==> config.mk <==
export PLATFORM = sky130hd
export DESIGN_NAME = pipeline_stall_controller
export DESIGN_NICKNAME = d
export VERILOG_FILES = /design/src/rtl/pipeline_stall_controller.sv
export SDC_FILE = /design/constraint.sdc
export NUM_CORES = 1
export LEC_CHECK = 0
export ABC_AREA = 0
export ABC_CLOCK_PERIOD_IN_PS = 1500
export CAP_MARGIN = 20
export CORE_ASPECT_RATIO = 0.9
export CORE_MARGIN = 4
export CORE_UTILIZATION = 30
export CTS_CLUSTER_DIAMETER = 120
export CTS_CLUSTER_SIZE = 12
export DETAILED_ROUTE_END_ITERATION = 12
export PLACE_DENSITY = 0.58
export SETUP_SLACK_MARGIN = 0.4
export SYNTH_ARGS = -nofsm -noshare
export SYNTH_HDL_FRONTEND = slang
export SYNTH_SLANG_ARGS = --single-unit
==> constraint.sdc <==
create_clock -name clk -period 1.5 [get_ports clk]
set_clock_uncertainty 0.15 [all_clocks]
set_input_delay 0.3 -clock clk [delete_from_list [all_inputs] [get_ports clk]]
set_output_delay 0.3 -clock clk [all_outputs]
set_load 0.01 [all_outputs]
==> src/rtl/pipeline_stall_controller.sv <==
// Pipeline enable/flush sequencer: merges freeze, branch redirect and load-use stall.
// Define STALL_STATS_EN to add saturating stall_cycles / flush_count statistics outputs.
module pipeline_stall_controller #(
    parameter int unsigned MEM_TIMEOUT = 16
`ifdef STALL_STATS_EN
    ,
    parameter int unsigned CNT_W = 32
`endif
) (
    input  logic             clk,
    input  logic             rst_n,
    input  logic             stalln,
    input  logic             branch_taken,
    input  logic             dmem_req,
    input  logic             dmem_ready,
    output logic             pc_we,
    output logic             if_id_we,
    output logic             if_id_flush,
    output logic             id_ex_flush,
    output logic             ex_mem_we,
    output logic             mem_wb_we,
`ifdef STALL_STATS_EN
    output logic [CNT_W-1:0] stall_cycles,
    output logic [CNT_W-1:0] flush_count,
`endif
    output logic             halted
);

    localparam int unsigned TO_W = $clog2(MEM_TIMEOUT + 1);
    localparam logic [TO_W-1:0] TO_MAX = TO_W'(MEM_TIMEOUT);

    typedef enum logic [1:0] {
        ST_RUN      = 2'd0,
        ST_MEM_WAIT = 2'd1,
        ST_HALT     = 2'd2
    } state_e;

    typedef struct packed {
        logic pc_we;
        logic if_id_we;
        logic if_id_flush;
        logic id_ex_flush;
        logic ex_mem_we;
        logic mem_wb_we;
        logic halted;
    } ctrl_t;

    localparam ctrl_t CTRL_RUN    = '{pc_we: 1'b1, if_id_we: 1'b1, if_id_flush: 1'b0,
                                      id_ex_flush: 1'b0, ex_mem_we: 1'b1, mem_wb_we: 1'b1,
                                      halted: 1'b0};
    localparam ctrl_t CTRL_FREEZE = '{default: 1'b0};
    localparam ctrl_t CTRL_BRANCH = '{pc_we: 1'b1, if_id_we: 1'b1, if_id_flush: 1'b1,
                                      id_ex_flush: 1'b1, ex_mem_we: 1'b1, mem_wb_we: 1'b1,
                                      halted: 1'b0};
    localparam ctrl_t CTRL_LDUSE  = '{pc_we: 1'b0, if_id_we: 1'b0, if_id_flush: 1'b0,
                                      id_ex_flush: 1'b1, ex_mem_we: 1'b1, mem_wb_we: 1'b1,
                                      halted: 1'b0};

    state_e          state_q, state_d;
    logic [TO_W-1:0] wait_cnt_q, wait_cnt_d;
    logic            freeze_c;
    logic            branch_apply_c;
    logic            lduse_apply_c;
    ctrl_t           ctrl_c;

    // State register
    always_ff @(posedge clk) begin
        if (!rst_n) begin
            state_q    <= ST_RUN;
            wait_cnt_q <= '0;
        end else begin
            state_q    <= state_d;
            wait_cnt_q <= wait_cnt_d;
        end
    end

    // Next-state and wait counter
    always_comb begin
        state_d    = state_q;
        wait_cnt_d = wait_cnt_q;
        case (state_q)
            ST_RUN: begin
                if (dmem_req && !dmem_ready) begin
                    state_d    = ST_MEM_WAIT;
                    wait_cnt_d = TO_W'(1);
                end
            end
            ST_MEM_WAIT: begin
                if (dmem_ready) begin
                    state_d    = ST_RUN;
                    wait_cnt_d = '0;
                end else if (wait_cnt_q >= TO_MAX) begin
                    state_d = ST_HALT;
                end else begin
                    wait_cnt_d = wait_cnt_q + TO_W'(1);
                end
            end
            ST_HALT: begin
                state_d = ST_HALT;
            end
            default: begin
                state_d    = ST_RUN;
                wait_cnt_d = '0;
            end
        endcase
    end

    // Priority decode: freeze > branch > load-use
    always_comb begin
        freeze_c       = ((state_q == ST_RUN) && dmem_req && !dmem_ready) ||
                         ((state_q == ST_MEM_WAIT) && !dmem_ready) ||
                         (state_q == ST_HALT);
        branch_apply_c = rst_n && !freeze_c && branch_taken;
        lduse_apply_c  = rst_n && !freeze_c && !branch_taken && !stalln;
    end

    // Mealy outputs; reset forces the free-running pattern regardless of state
    always_comb begin
        ctrl_c = CTRL_RUN;
        if (rst_n) begin
            if (freeze_c) begin
                ctrl_c        = CTRL_FREEZE;
                ctrl_c.halted = (state_q == ST_HALT);
            end else if (branch_taken) begin
                ctrl_c = CTRL_BRANCH;
            end else if (!stalln) begin
                ctrl_c = CTRL_LDUSE;
            end
        end
    end

    assign pc_we       = ctrl_c.pc_we;
    assign if_id_we    = ctrl_c.if_id_we;
    assign if_id_flush = ctrl_c.if_id_flush;
    assign id_ex_flush = ctrl_c.id_ex_flush;
    assign ex_mem_we   = ctrl_c.ex_mem_we;
    assign mem_wb_we   = ctrl_c.mem_wb_we;
    assign halted      = ctrl_c.halted;

`ifdef STALL_STATS_EN
    logic [CNT_W-1:0] stall_cycles_q, stall_cycles_d;
    logic [CNT_W-1:0] flush_count_q, flush_count_d;

    // Saturating event counters
    always_comb begin
        stall_cycles_d = stall_cycles_q;
        flush_count_d  = flush_count_q;
        if ((freeze_c || lduse_apply_c) && (stall_cycles_q != '1)) begin
            stall_cycles_d = stall_cycles_q + CNT_W'(1);
        end
        if (branch_apply_c && (flush_count_q != '1)) begin
            flush_count_d = flush_count_q + CNT_W'(1);
        end
    end

    always_ff @(posedge clk) begin
        if (!rst_n) begin
            stall_cycles_q <= '0;
            flush_count_q  <= '0;
        end else begin
            stall_cycles_q <= stall_cycles_d;
            flush_count_q  <= flush_count_d;
        end
    end

    assign stall_cycles = stall_cycles_q;
    assign flush_count  = flush_count_q;
`else
    logic unused_c;
    assign unused_c = branch_apply_c ^ lduse_apply_c;
`endif

endmodule

==> results by group, run 1 <==
Status
  – Status: finished with violations
  – Failing checks: setup timing

STA
  – Final setup vio count: 9
  – Final hold vios: 0
  – Fmax: 0.559 GHz
  – Final worst slack: -0.288 ns
  – RSZ-0062 raised after global routing: true
  – Max_slew headroom: ~81%
  – Period Utilization, post-route: 119%
  – Hold Slack: 0.375 ns
  – Minimum clock period: around 1.8 ns
  – Worst slew pin tran: around 0.28 ns
  – Max Slew Vio Count: 0

Floorplan
  – Die W: 49.2 um
  – Num ports: 13
  – Die height: 45.1 um
  – DIE AREA: 2220 sq um
  – Core area: 1450 sq um
  – Std cell rows: 13
  – Initial Utilization: 31.6%

Setup path
  – CP Class: flop to primary output
  – Critical path fanouts, max: 4
  – FF-to-FF path depth: 6
  – Worst R2R Setup Slack: -0.04 ns
  – Reg2reg end: wait_cnt_q[1]
  – Startpoint Class: flop
  – Crit path arrival time: roughly 1.3 ns
  – Worst EP required: about 1.1 ns
  – Critical R2R Launch: state_q[1]
  – CP endpoint kind: primary output

Clock network
  – Cts bufs inserted: 3
  – Later-pin clock latency in the skew report: 0.25 ns
  – Clock Sinks: 7
  – CTS H-tree lvls: 1
  – Clock slew at reported path FFs: about 0.060 ns
  – TritonCTS clock tree: yes
  – CTS root buf: clkbuf_4
  – CTS Buffer Depth: 2

Synth
  – Synth warn: 0
  – Post-synth top area cell: dfxtp_1
  – Synthesized netlist cell count: 56
  – Post-synth top area share: 30.6%
  – Asr flop ratio synth: 0%
  – Synth Area per Inst: roughly 8.2 sq um
  – Largest cells by area after synthesis: dfxtp_1 31%, o32ai_4 6.0%, a21oi_1 4.4%
  – Main synth FF type: dfxtp_1
  – Post-Syn Nets: 63
  – Library cells used by synthesis: 29
  – Number of flops mapped to enable cells by yosys: 0
  – Seq cells post-synth: 7
  – Netlist Area Pre-Place: 458 sq um
  – Sequential share of the synthesized area: 30.6%

Power
  – Cell Pwr Density: 587 nW/um^2
  – Leak: around 0.35 nW
  – Peak supply drop: ~440 uV

Place
  – Inst Count DP: 91
  – Final HPWL DP: 883 um
  – # port buffers: 12
  – Routability Congestion: 0.731

Global routing
  – Antenna violations before repair: 0
  – Vias in the first global route: 490
  – Grt total ovfl: 0
  – Largest net degree at the start of global routing: 12
  – Gr usage total: 12.8%
  – First-pass GRT wire length: 2110 um

Worst hold path
  – WHS Endpoint: wait_cnt_q[4]
  – Min-delay src: wait_cnt_q[3]
  – Hold path cells: 2
  – Hold/Removal Path Class: flop to flop

Finish
  – Layout area overhead: 90.4%
  – Non-Filler Instances: 105
  – Layout cells sized above 1: around three fifths
  – Most frequent cells in the layout: 12 x buf_6, 12 x buf_4, 5 x buf_2, 4 x a21oi_1, 4 x dfxtp_2
  – Ant diodes: 0
  – Nets@finish: 98
  – FILL cells: 119

Routing
  – Post-DR vias/cell: a little under 5
  – Final ANT Viol Nets: 0
  – Final WL: 1240 um
  – Drt wl/cell: 11.8 um
  – Routed vias: 515
  – 1st-iter DRT viols: 4
  – Total iterations of the first detailed-routing run: 2
  – Post-route DRC: 0

Run
  – Max_cap viols: 0
## power breakdown
| group | leakage (nW) | switching (mW) | internal, mW |
|---|---|---|---|
| combinational | 0.276 | 0.0616 | 0.0775 |
| sequential | 0.0585 | 0.00552 | 0.191 |
| clock | 0.0150 | 0.0748 | 0.102 |
| total | 0.350 | 0.142 | 0.370 |
## cell usage after synthesis (2+ instances only)
library cell	instances
dfxtp_1	7
a21oi_1	4
inv_1	4
nand2_1	4
nor2_1	4
o21ai_0	4
a211oi_1	2
buf_4	2
nand2b_1	2
nand3_1	2
nor3_1	2
nor3b_1	2
## critical path, stage by stage (launching register included)
cell and delay, ns:
dfxtp_2 0.33, or2_4 0.26, o21ai_4 0.19, buf_4 0.14, nor3_1 0.03, buf_2 0.13
## layout make-up
type	instances	area, sq um	share of cell area [%]
multi-input combinational	41	370	42.5
timing repair buffer	34	297	34.0
sequential	7	145	16.6
clock buffer	4	26.3	3.01
tap	15	18.8	2.15
inverter	4	15.0	1.72
## cell families (layout without fill, tap and decap cells)
group           after synthesis  count (layout)  share of synthesized area, %
compound gates               17              17                          28.4
simple gates                 23              23                          28.1
buf+inv                       8              42                          10.1
flops                         7               7                          30.6
fa+ha+maj                     1               1                          2.73
## worst max path at each step
stage	from	to	cells after the start
3_5_place_dp	dmem_ready	mem_wb_we	6
3_3_place_gp	dmem_ready	ex_mem_we	6
4_1_cts	state_q[1]	pc_we	5
2_1_floorplan	state_q[1]	pc_we	5
5_1_grt	state_q[1]	if_id_we	5
6_report	state_q[1]	if_id_flush	5
## through the flow
stage          TNS, ns  setup slack (ns)  utilization [%]  total power, mW  area [sq um]
3_5_place_dp     -6.53            -0.802             47.8            0.312           692
6_report         -1.86            -0.288             60.2            0.512           872
5_1_grt          -2.42            -0.342             60.2            0.547           872
2_1_floorplan  -0.0759           -0.0324                -            0.257           500
3_3_place_gp     -6.51            -0.797             47.8            0.312           692
4_1_cts          -1.89            -0.295             57.5            0.515           832
## registers in the layout, indices dropped and copies added (netlist names)
register,count
state_q,2
wait_cnt_q,5
## metal layers
| layer | GRT usage, % | share of wire (%) | wire length (um) | vias up |
|---|---|---|---|---|
| li1 | - | - | - | 271 |
| met1 | 17.0 | 50 | 617 | 237 |
| met2 | 18.4 | 47 | 586 | 5 |
| met3 | 5.28 | 2.5 | 31 | 2 |
| met4 | 5.11 | 0.64 | 8 | 0 |
| met5 | 0 | 0 | 0 | - |
## repair_timing
item | 4_1_cts | 5_1_grt
endpoints found under the setup margin | 14 | 14
gates cloned | 0 | 0
hold buffers | 0 | 0
pin swaps | 16 | 3
resized for setup | 57 | 4
buffers inserted | 7 | 3
No activity file was read; power rests on OpenSTA's default activity.
==> run 2, diff against run 1 <==
--- a/config.mk
+++ b/config.mk
@@ -9,7 +9,7 @@
 export ABC_CLOCK_PERIOD_IN_PS = 1500
 export CAP_MARGIN = 20
 export CORE_ASPECT_RATIO = 0.9
-export CORE_MARGIN = 4
+export CORE_MARGIN = 2
 export CORE_UTILIZATION = 30
 export CTS_CLUSTER_DIAMETER = 120
 export CTS_CLUSTER_SIZE = 12
==> run 2 against run 1 <==
Against the previous run:
- the run still ends with setup timing left
- cell count is 0.95% lower
- worst hold slack worse by 0.0065 ns
- global-route usage increased by 0.60 points
- largest cell class unchanged
- largest power group unchanged
==> results by group, run 2 (same netlist as run 1, synthesis figures left out) <==
Status
  – Status: finished with violations
  – Failing checks: setup timing

Finish
  – Most frequent cells in the layout: 12 x buf_6, 11 x buf_4, 5 x buf_2
  – Max reg flops: 5 (unchanged)
  – Commonest non-fill, non-tap cell in the layout: buf_6
  – Nets@finish: 97 (-1.0%)
  – FILL cells: 135 (+13%)
  – Fin area: 860 sq um (-1.4%)
  – Layout area overhead: 87.7%
  – Top reg by flops: wait_cnt_q
  – Layout cells sized above 1: 57.3% (-1.6 points)
  – Register area: 145 sq um (unchanged)
  – Multi-input combinational cell area: 365 sq um (-1.4%)
  – Largest registers: wait_cnt_q x5, state_q x2
  – Ant diodes: 0 (unchanged)

Clock network
  – Clock slew at reported path FFs: 0.05 ns (about the same)
  – Clock Sinks: 7 (unchanged)
  – Cts bufs inserted: 3 (unchanged)
  – CTS H-tree lvls: 1 (unchanged)
  – CTS root buf: clkbuf_4
  – CTS Buffer Depth: 2 (unchanged)
  – TritonCTS clock tree: yes
  – Later-pin clock latency in the skew report: 0.26 ns (about the same)

Setup path
  – Crit-path cells: or2_4 -> o21ai_4 -> buf_6 -> a211oi_2 -> buf_2
  – CP top delay family: flip-flops
  – CP endpoint kind: primary output
  – Worst EP required: 1.05 ns (about the same)
  – Slowest CP cell: dfxtp_2
  – CP Class: flop to primary output
  – Worst path depth: 5 (unchanged)
  – CP max stage delay: 0.32 ns (about the same)
  – Critical path fanouts, max: 3 (-1)
  – CP Buf/Inv Count: 2 (unchanged)
  – Startpoint Class: flop
  – FF-to-FF path depth: 7 (+1)
  – Crit path arrival time: 1.32 ns (-0.02 ns)

Power
  – Peak supply drop: 437 uV (-1.1%)
  – Cell Pwr Density: 600 nW/um^2 (+2.2%)
  – Tot Pwr: 0.516 mW (+0.76%)
  – Leak: 0.344 nW (-1.7%)

Floorplan
  – Core area: 1430 sq um (-1.1%)
  – Std cell rows: 13 (unchanged)
  – Initial Utilization: 32.0% (+0.36 points)
  – Die height: 41.1 um (-8.9%)
  – Num ports: 13 (unchanged)
  – DIE AREA: 1860 sq um (-16%)
  – Die W: 45.2 um (-8.1%)

Place
  – Routability Congestion: 0.772 (+5.6%)
  – Placement Cell Area: 692 sq um (unchanged)
  – # port buffers: 12 (unchanged)
  – Final HPWL DP: 845 um (-4.3%)

Routing
  – Post-DR vias/cell: 4.86 (-1.0%)
  – 1st-iter DRT viols: 3 (-1)
  – Drt wl/cell: 10.9 um (-7.6%)
  – Total iterations of the first detailed-routing run: 3 (+1)
  – Post-route DRC: 0 (unchanged)
  – Final ANT Viol Nets: 0 (unchanged)
  – Routed vias: 505 (-1.9%)
  – Final WL: 1140 um (-8.5%)

Global routing
  – Antenna violations before repair: 0 (unchanged)
  – Vias in the first global route: 385 (-21%)
  – Gr usage total: 13.4% (+0.60 points)
  – Grt total ovfl: 0 (unchanged)
  – Largest net degree at the start of global routing: 12 (unchanged)
  – First-pass GRT wire length: 1650 um (-22%)

Worst hold path
  – Hold/Removal Path Class: flop to flop
  – Hold path cells: 2 (unchanged)

STA
  – RSZ-0062 raised after global routing: true
  – Max Slew Vio Count: 0 (unchanged)
  – Fmax: 0.564 GHz (+0.78%)
  – Worst slew pin tran: 0.300 ns (+0.0164 ns)
  – Period Utilization, post-route: 118% (-0.93 points)
  – Final hold vios: 0 (unchanged)
  – Setup_tns: -1.78 ns (+0.0797 ns)
  – Final worst slack: -0.274 ns (+0.0139 ns)
  – Final setup vio count: 11 (+2)
  – Minimum clock period: 1.77 ns (-0.0139 ns)
  – Max_slew headroom: 80.0% (-1.1 points)

Run
  – Max_cap viols: 0 (unchanged)
==> run 2: power by group <==
group          internal, mW  leakage, nW  switching [mW]
Combinational        0.0815        0.271          0.0612
Sequential            0.191       0.0585         0.00556
Clock                 0.102       0.0150          0.0750
Total                 0.374        0.344           0.142
==> run 2: final timing paths <==
path / from / endpoint / slack, ns
setup / recovery: state_q[1] / id_ex_flush / -0.27
hold / removal: wait_cnt_q[2] / wait_cnt_q[2] / 0.37
setup reg to reg: state_q[1] / wait_cnt_q[1] / -0.09
hold reg to reg: wait_cnt_q[2] / wait_cnt_q[2] / 0.37
==> run 2: final cells by class <==
class                           instances  share of cell area (%)
Multi-Input combinational cell         41                    42.5
Sequential cell                         7                    16.9
Timing Repair Buffer                   33                    33.6
Inverter                                4                    1.75
Clock buffer                            4                    3.06
Tap cell                               15                    2.18
==> run 2: what timing repair did <==
item                       4_1_cts  5_1_grt
hold buffers                     0        0
setup endpoints to repair       14       14
cloned                           0        0
setup buffers                    7        2
resized for setup               54        3
pin swaps                       11        3
==> run 2: per-layer routing <==
metal / track usage [%] / wire [um] / vias to the layer above
met5: 0 / 0 / -
met4: 4.41 / 8 / 0
met3: 7.93 / 40 / 2
met2: 17.9 / 490 / 4
met1: 17.6 / 598 / 230
li1: - / - / 269
==> run 2: per-stage QoR <==
step	utilization (%)	cells	setup WS, ns	hold WS, ns
3_3_place_gp	48.3	91	-0.784	0.348
5_1_grt	60.1	104	-0.317	0.405
3_5_place_dp	48.3	91	-0.795	0.352
4_1_cts	58.1	102	-0.268	0.365
6_report	60.1	104	-0.274	0.369
2_1_floorplan	-	56	-0.0324	0.322
==> run 2: worst min-delay path, delay by kind of cell, from the launching register on <==
kind / cells / cell delay [ns]
flip-flops: 1 / 0.33
AO/OA/AOI/OAI: 2 / 0.14
